File: src/rtl/dcache_port_arbiter_pkg.sv
// Shared encodings and the request-tracking entry for the two-port dcache arbiter.
package dcache_port_arbiter_pkg;

   localparam logic [1:0] SIZE_BYTE = 2'd0;
   localparam logic [1:0] SIZE_HALF = 2'd1;
   localparam logic [1:0] SIZE_WORD = 2'd2;

   localparam logic PORT_P1 = 1'b0;
   localparam logic PORT_P2 = 1'b1;

   typedef struct packed {
      logic id;
      logic wr;
      logic discard;
   } req_entry_t;

   function automatic req_entry_t make_entry(input logic id, input logic wr);
      req_entry_t e;
      e.id      = id;
      e.wr      = wr;
      e.discard = 1'b0;
      return e;
   endfunction

endpackage

File: src/rtl/dcache_req_fifo.sv
// In-order tracker of outstanding dcache transactions; flush marks every live entry as orphaned.
module dcache_req_fifo
   import dcache_port_arbiter_pkg::*;
#(
   parameter int DEPTH = 4,
   localparam int PTR_W = $clog2(DEPTH),
   localparam int CNT_W = PTR_W + 1
) (
   input  logic             clk,
   input  logic             reset,
   input  logic             push,
   input  req_entry_t       push_entry,
   input  logic             pop,
   input  logic             flush_mark,
   output req_entry_t       head,
   output logic             full,
   output logic             empty,
   output logic [CNT_W-1:0] count
);

   logic             id_q      [DEPTH];
   logic             wr_q      [DEPTH];
   logic             discard_q [DEPTH];
   logic [PTR_W-1:0] wr_ptr;
   logic [PTR_W-1:0] rd_ptr;
   logic             push_ok;
   logic             pop_ok;

   assign full    = (count == CNT_W'(DEPTH));
   assign empty   = (count == '0);
   assign push_ok = push & ~full;
   assign pop_ok  = pop & ~empty;

   assign head.id      = id_q[rd_ptr];
   assign head.wr      = wr_q[rd_ptr];
   assign head.discard = discard_q[rd_ptr];

   always_ff @(posedge clk) begin
      if (reset) begin
         wr_ptr <= '0;
         rd_ptr <= '0;
         count  <= '0;
      end else begin
         if (push_ok) wr_ptr <= wr_ptr + 1'b1;
         if (pop_ok)  rd_ptr <= rd_ptr + 1'b1;
         count <= count + CNT_W'(push_ok) - CNT_W'(pop_ok);
      end
   end

   // Stale slots may be marked by flush; a push always rewrites its slot clean.
   always_ff @(posedge clk) begin
      if (flush_mark) begin
         for (int i = 0; i < DEPTH; i++) discard_q[i] <= 1'b1;
      end
      if (push_ok) begin
         id_q[wr_ptr]      <= push_entry.id;
         wr_q[wr_ptr]      <= push_entry.wr;
         discard_q[wr_ptr] <= push_entry.discard;
      end
   end

endmodule

File: src/rtl/dcache_port_arbiter.sv
// Merges the two mem-stage sram-like ports onto one dcache port and routes responses back in order.
module dcache_port_arbiter
   import dcache_port_arbiter_pkg::*;
#(
   parameter int DEPTH  = 4,
   parameter int ADDR_W = 32,
   parameter int DATA_W = 32
) (
   input  logic                clk,
   input  logic                reset,
   input  logic                flush,

   input  logic                p1_req,
   input  logic                p1_wr,
   input  logic [1:0]          p1_size,
   input  logic [DATA_W/8-1:0] p1_wstrb,
   input  logic [ADDR_W-1:0]   p1_addr,
   input  logic [DATA_W-1:0]   p1_wdata,
   output logic                p1_addr_ok,
   output logic                p1_data_ok,
   output logic [DATA_W-1:0]   p1_rdata,

   input  logic                p2_req,
   input  logic                p2_wr,
   input  logic [1:0]          p2_size,
   input  logic [DATA_W/8-1:0] p2_wstrb,
   input  logic [ADDR_W-1:0]   p2_addr,
   input  logic [DATA_W-1:0]   p2_wdata,
   output logic                p2_addr_ok,
   output logic                p2_data_ok,
   output logic [DATA_W-1:0]   p2_rdata,

   output logic                dc_req,
   output logic                dc_wr,
   output logic [1:0]          dc_size,
   output logic [DATA_W/8-1:0] dc_wstrb,
   output logic [ADDR_W-1:0]   dc_addr,
   output logic [DATA_W-1:0]   dc_wdata,
   input  logic                dc_addr_ok,
   input  logic                dc_data_ok,
   input  logic [DATA_W-1:0]   dc_rdata,

   output logic                busy
);

   localparam int CNT_W = $clog2(DEPTH) + 1;

   logic             gnt1;
   logic             gnt2;
   logic             push;
   logic             pop;
   logic             resp_ok;
   logic             full;
   logic             empty;
   logic [CNT_W-1:0] count;
   req_entry_t       head;
   req_entry_t       push_entry;
   logic             unused_head_wr;

   assign gnt1 = p1_req;
   assign gnt2 = p2_req & ~p1_req;

   assign dc_req   = (p1_req | p2_req) & ~full & ~flush & ~reset;
   assign dc_wr    = gnt1 ? p1_wr    : p2_wr;
   assign dc_size  = gnt1 ? p1_size  : p2_size;
   assign dc_wstrb = gnt1 ? p1_wstrb : p2_wstrb;
   assign dc_addr  = gnt1 ? p1_addr  : p2_addr;
   assign dc_wdata = gnt1 ? p1_wdata : p2_wdata;

   assign push       = dc_req & dc_addr_ok;
   assign p1_addr_ok = gnt1 & push;
   assign p2_addr_ok = gnt2 & push;
   assign push_entry = make_entry(gnt1 ? PORT_P1 : PORT_P2, dc_wr);

   // A response with nothing outstanding is a dcache protocol error and is dropped.
   assign pop     = dc_data_ok & ~empty & ~reset;
   assign resp_ok = pop & ~head.discard & ~flush;

   assign p1_data_ok = resp_ok & (head.id == PORT_P1);
   assign p2_data_ok = resp_ok & (head.id == PORT_P2);
   assign p1_rdata   = dc_rdata;
   assign p2_rdata   = dc_rdata;

   assign busy = (count != '0);

   // Store/load flag is tracked per entry for debug visibility only.
   assign unused_head_wr = head.wr;

   dcache_req_fifo #(.DEPTH(DEPTH)) u_fifo (
      .clk        (clk),
      .reset      (reset),
      .push       (push),
      .push_entry (push_entry),
      .pop        (pop),
      .flush_mark (flush),
      .head       (head),
      .full       (full),
      .empty      (empty),
      .count      (count)
   );

endmodule
File: config.mk
export PLATFORM = sky130hd
export DESIGN_NAME = dcache_port_arbiter
export DESIGN_NICKNAME = d
export VERILOG_FILES = /design/src/rtl/dcache_port_arbiter_pkg.sv /design/src/rtl/dcache_req_fifo.sv /design/src/rtl/dcache_port_arbiter.sv
export SDC_FILE = /design/constraint.sdc
export NUM_CORES = 1
export LEC_CHECK = 0
export ABC_AREA = 1
export BUFFER_PORTS_ARGS = -buffer_cell sky130_fd_sc_hd__buf_4
export CAP_MARGIN = 15
export CORE_AREA = 2 2 124 126
export DETAILED_ROUTE_END_ITERATION = 10
export DIE_AREA = 0 0 126 128
export PLACE_DENSITY_LB_ADDON = 0.15
export REMOVE_ABC_BUFFERS = 1
export SYNTH_ARGS = -nofsm -noshare
export SYNTH_HDL_FRONTEND = slang
export SYNTH_HIERARCHICAL = 1
export SYNTH_SLANG_ARGS = --single-unit
File: constraint.sdc
create_clock -name clk -period 2.8 [get_ports clk]
set_input_delay 0.56 -clock clk [delete_from_list [all_inputs] [get_ports clk]]
set_output_delay 0.56 -clock clk [all_outputs]
set_load 0.05 [all_outputs]
# Yosys cells after proc, flatten, opt, wreduce, memory -nomap -nowiden
# Memories as Yosys holds them, arrays and structs flattened. A register that Yosys moved wholly into a read port is not among the register bits.
# Index checks and enable logic that the tools add are counted.
[totals]
ff_bits = 7
mem_bits_rw = 8
out_inout_bits = 141
mem_count = 2
[memory_table]
columns = ["memory", "words", "width", "read_ports", "rd_clocked_by_memory_dff", "wr", "line_no", "source"]
rows = [
  ["u_fifo.discard_q", 4, 1, 1, 1, 4, "dcache_req_fifo.sv:23", "logic discard_q [DEPTH];"],
  ["u_fifo.id_q", 4, 1, 1, 1, 1, "dcache_req_fifo.sv:21", "logic id_q [DEPTH];"],
]
[classes]
addsub = 4
eq_ne = 1
muxes = 17
n_bitwise = 23
reduce_logical = 3
[ops]
columns = ["op", "count"]
rows = [
  ["32-bit 2-to-1 mux", 2],
  ["1-bit AND", 15],
  ["2-bit 2-to-1 mux", 6],
  ["1-bit 2-to-1 mux", 8],
  ["1-bit inverter", 7],
  ["2-bit by 1-bit adder with 2-bit output, second input constant", 2],
  ["4-bit 2-to-1 mux", 1],
  ["3-bit by 1-bit adder with 3-bit output", 1],
  ["3-bit == test, second input constant", 1],
  ["3-bit zero test", 1],
  ["3-bit nonzero test", 1],
  ["3-bit by 1-bit subtractor with 3-bit output", 1],
  ["1-bit bitwise OR", 1],
  ["1-bit OR reduction", 1],
]

# Depth between registers and ports, before layout
[logic_depth]
depth_word = 11
depth_mapped = 16
depth_no_buf = 14

# Hierarchy
# The synthesis kept the hierarchy.
[modules_own_cells]
columns = ["mod", "n_inst", "cells_per_inst", "area_each_um2", "seq_area_each_um2"]
rows = [
  ["dcache_port_arbiter", 1, 316, 1501.4, 0.0],
  ["dcache_req_fifo", 1, 115, 1008.5, 500.5],
]

# Worst setup path after synthesis
# Ideal clock, no wire load.
[synth_timing]
path_type = "input port to flip-flop"
startpoint = "input port p1_req"
endpoint = "register u_fifo.count[2]"
arrival_ns = 2.441
required_time_ns = 2.683
slack_ns = 0.242
path_stages = 15
cell_sequence = "buf_4 -> inv_2 -> buf_6 -> nand2_2 -> nand4_2 -> inv_1 -> clkbuf_8 -> nand2_1 -> ha_1 -> inv_1 -> ha_1 -> inv_1 -> fa_1 -> o21ai_0 -> nor2_1"
[synth_between]
elab_chain_len = 8
[synth_lines]
columns = ["element", "line_no", "source"]
rows = [
  ["from (decl)", "dcache_port_arbiter.sv:13", "input logic p1_req,"],
  ["1-bit bitwise OR", "dcache_port_arbiter.sv:63", "assign dc_req = (p1_req | p2_req) & ~full & ~flush & ~reset;"],
  ["1-bit AND (3 in series)", "dcache_port_arbiter.sv:63", ""],
  ["1-bit AND", "dcache_port_arbiter.sv:70", "assign push = dc_req & dc_addr_ok;"],
  ["via push", "dcache_port_arbiter.sv:50", "logic push;"],
  ["1-bit AND", "dcache_req_fifo.sv:31", "assign push_ok = push & ~full;"],
  ["3-bit by 1-bit adder with 3-bit output", "dcache_req_fifo.sv:46", "count <= count + CNT_W'(push_ok) - CNT_W'(pop_ok);"],
  ["3-bit by 1-bit subtractor with 3-bit output", "dcache_req_fifo.sv:46", ""],
  ["to (signal assigned)", "dcache_req_fifo.sv:46", ""],
  ["to (decl)", "dcache_req_fifo.sv:18", "output logic [CNT_W-1:0] count"],
]
# The timed path passes the listed nets, and every way through them passes these cells.
# A chain may end at the register's enable or synchronous reset.

# Worst setup path after layout
[layout_timing]
startpoint = "register u_fifo.count[1]"
endpoint = "register u_fifo.count[2]"
[layout_rtl]
columns = ["element", "line_no", "source"]
rows = [
  ["3-bit zero test", "dcache_req_fifo.sv:30", "assign empty = (count == '0);"],
  ["via empty", "dcache_port_arbiter.sv:54", "logic empty;"],
  ["1-bit inverter", "dcache_port_arbiter.sv:76", "assign pop = dc_data_ok & ~empty & ~reset;"],
  ["1-bit AND (2 in series)", "dcache_port_arbiter.sv:76", ""],
  ["via pop", "dcache_port_arbiter.sv:51", "logic pop;"],
  ["1-bit AND", "dcache_req_fifo.sv:32", "assign pop_ok = pop & ~empty;"],
  ["via u_fifo.pop_ok", "dcache_req_fifo.sv:27", "logic pop_ok;"],
  ["3-bit by 1-bit subtractor with 3-bit output", "dcache_req_fifo.sv:46", ""],
]
# The timed path passes the listed nets, and every way through them passes these cells.

==> impl_metrics.tcl <==
set metrics [dict create \
    ys_warn_count 6 \
    total_power_mw 1.325 \
    timing.fmax_ghz 0.4157 \
    p_per_area_nw_per_um2 348.4 \
    core_sq_um 14860 \
    path_clk_slew_ns 0.05 \
    synthCells 422 \
    die_area_sq_um 16130 \
    startpoint_type "flip-flop" \
    fin_ws_ns 0.3942 \
    ctsResizeCount 0 \
    slowest_stage "dfxtp_1" \
    p_leak_nw 2.254 \
    endpoint_kind "flip-flop" \
    cts_made_buffers 3 \
    place_inst 760 \
    critical_path_class "reg -> reg" \
    fin_skew_ns 0.002056 \
    viasPerCell 3.980 \
    slew_violations 0 \
    std_cell_rows 45 \
    fin_crit_ns 2.406 \
    finalInstanceArea_sq_um 3804 \
    drc 0 \
    crit_fanout 5 \
    arrival_ns 2.54 \
    cts.sinks 17 \
    cp_common_cell "inv_1" \
    area_growth_pct 60.76 \
    finalSetupTns_ns 0 \
    place.gp.congestion 0.7473 \
    fin_nets 765 \
    grt_max_degree 78 \
    top_level_ports 322 \
    clk_latency_ns 0.24 \
    path_cells "nor2_2 > nand2_1 > inv_1 > nor3_1 > inv_1 > nor2_1 > ha_1 > inv_1 > ha_1 > inv_1 > fa_1 > o21ai_0 > nor2_1" \
    avgSynthCellArea_sq_um 5.607 \
    hold_viol 0 \
    io_buffers 225 \
    dr.pass1.iters 4 \
    finalSetupViolCount 0 \
    vdd_drop_max_v 0.0001611 \
    grt_pass1_wl_microns 18700 \
    avgRoutedWirePerCell_microns 17.51 \
    initial_core_util 0.1592 \
    postCtsHoldBufs 0 \
    antenna_found_initial 1 \
    n_antenna_cell 0 \
    placed_area_sq_um 3724 \
    die_y_microns 128 \
    grt.total_usage 0.1536 \
    grt-ovfl-total 0 \
    place_ws_ns 0.3749 \
    wl_microns 13380 \
    grt_pass1_vias 3060 \
    cts_tree "yes" \
    clock_path_buffers 2 \
    post_cts.repair.setup_buffers 0 \
    tightest_slew_ns 0.7284 \
    stdcell_count 764 \
    dp_hpwl_microns 11370 \
    die_w_microns 126 \
    drv_cap 0 \
    syn_area_sq_um 2366 \
    fin_crit_sh 0.8592 \
    cts-root-buf "clkbuf_16" \
    vias 3041 \
    relSlewSlack 0.5144 \
    detail-route-antenna-nets 0 \
    cp.required_ns 2.94 \
    hold_path.class "reg -> reg" \
    grt_setup_unrepaired "no" \
    drt-initial-drc-count 119 \
    status "completed" \
    drive_gt1_frac 0.4271 \
    cts_max_level 1 \
    critical_path.max_stage_delay_ns 0.43 \
]
[power breakdown]
group          switching, mW  internal (mW)  total, mW
Sequential           0.00603          0.258      0.264
Combinational          0.487          0.290      0.777
Clock                 0.0932          0.191      0.284
[final cells by class]
class	count	area (sq um)
well taps	188	235.2
repair buffers	229	1732
fillers	1737	11060
inverters	26	97.59
flip-flops and latches	17	380.4
clock inverters	1	5.005
multi-input cells	300	1279
clock buffers	3	75.07
[routing by layer]
| metal | vias up | routed length (microns) | GRT usage |
|---|---|---|---|
| met5 | - | 59 | 0.02477 |
| met4 | 4 | 14 | 0.009696 |
| met3 | 6 | 2202 | 0.1185 |
| met2 | 209 | 5287 | 0.2109 |
| met1 | 1319 | 5815 | 0.1959 |
| li1 | 1503 | - | - |
[stage by stage]
stage               utilization  hold WS [ns]
detailed placement       0.2505        0.4919
global placement         0.2505        0.4890
CTS                      0.2559        0.5013
finish                   0.2559        0.5030
floorplan                     -        0.4481
global route             0.2559        0.5153
[critical path, delay by kind of cell (launching register included)]
kind	cells	cell delay (ns)
buf+inv	4	0.27
compound gates	1	0.16
fa+ha+maj	3	0.75
simple gates	5	0.67
flops	1	0.43
[path summary, 6_finish.rpt]
kind	start	endpoint	slack [ns]	cells after the start
worst max-delay path	u_fifo/count[1]$_SDFF_PP0_	u_fifo/count[2]$_SDFF_PP0_	0.39	13
worst min-delay path	u_fifo/rd_ptr[0]$_SDFFE_PP0P_	u_fifo/rd_ptr[0]$_SDFFE_PP0P_	0.50	2
worst max register to register	u_fifo/count[1]$_SDFF_PP0_	u_fifo/count[2]$_SDFF_PP0_	0.39	13
worst min register to register	u_fifo/rd_ptr[0]$_SDFFE_PP0P_	u_fifo/rd_ptr[0]$_SDFFE_PP0P_	0.50	2
[layout by cell type, fill, tap and decap left out]
cell type,count
nand2_1,235
buf_4,228
inv_1,25
nor2_1,19
dfxtp_1,13
ha_1,6
nand3_1,5
o21ai_0,5
or2_2,4
nand4_1,4
conb_1,4
a21oi_1,4
edfxtp_1,4
nor2_2,3
clkbuf_16,3
nand2_2,2
o22ai_1,2
nand3_2,2
inv_2,1
nand4_2,1
nor3_1,1
or3_1,1
clkinv_2,1
buf_12,1
a21boi_0,1
fa_1,1
(Power assumes the default switching activity.)
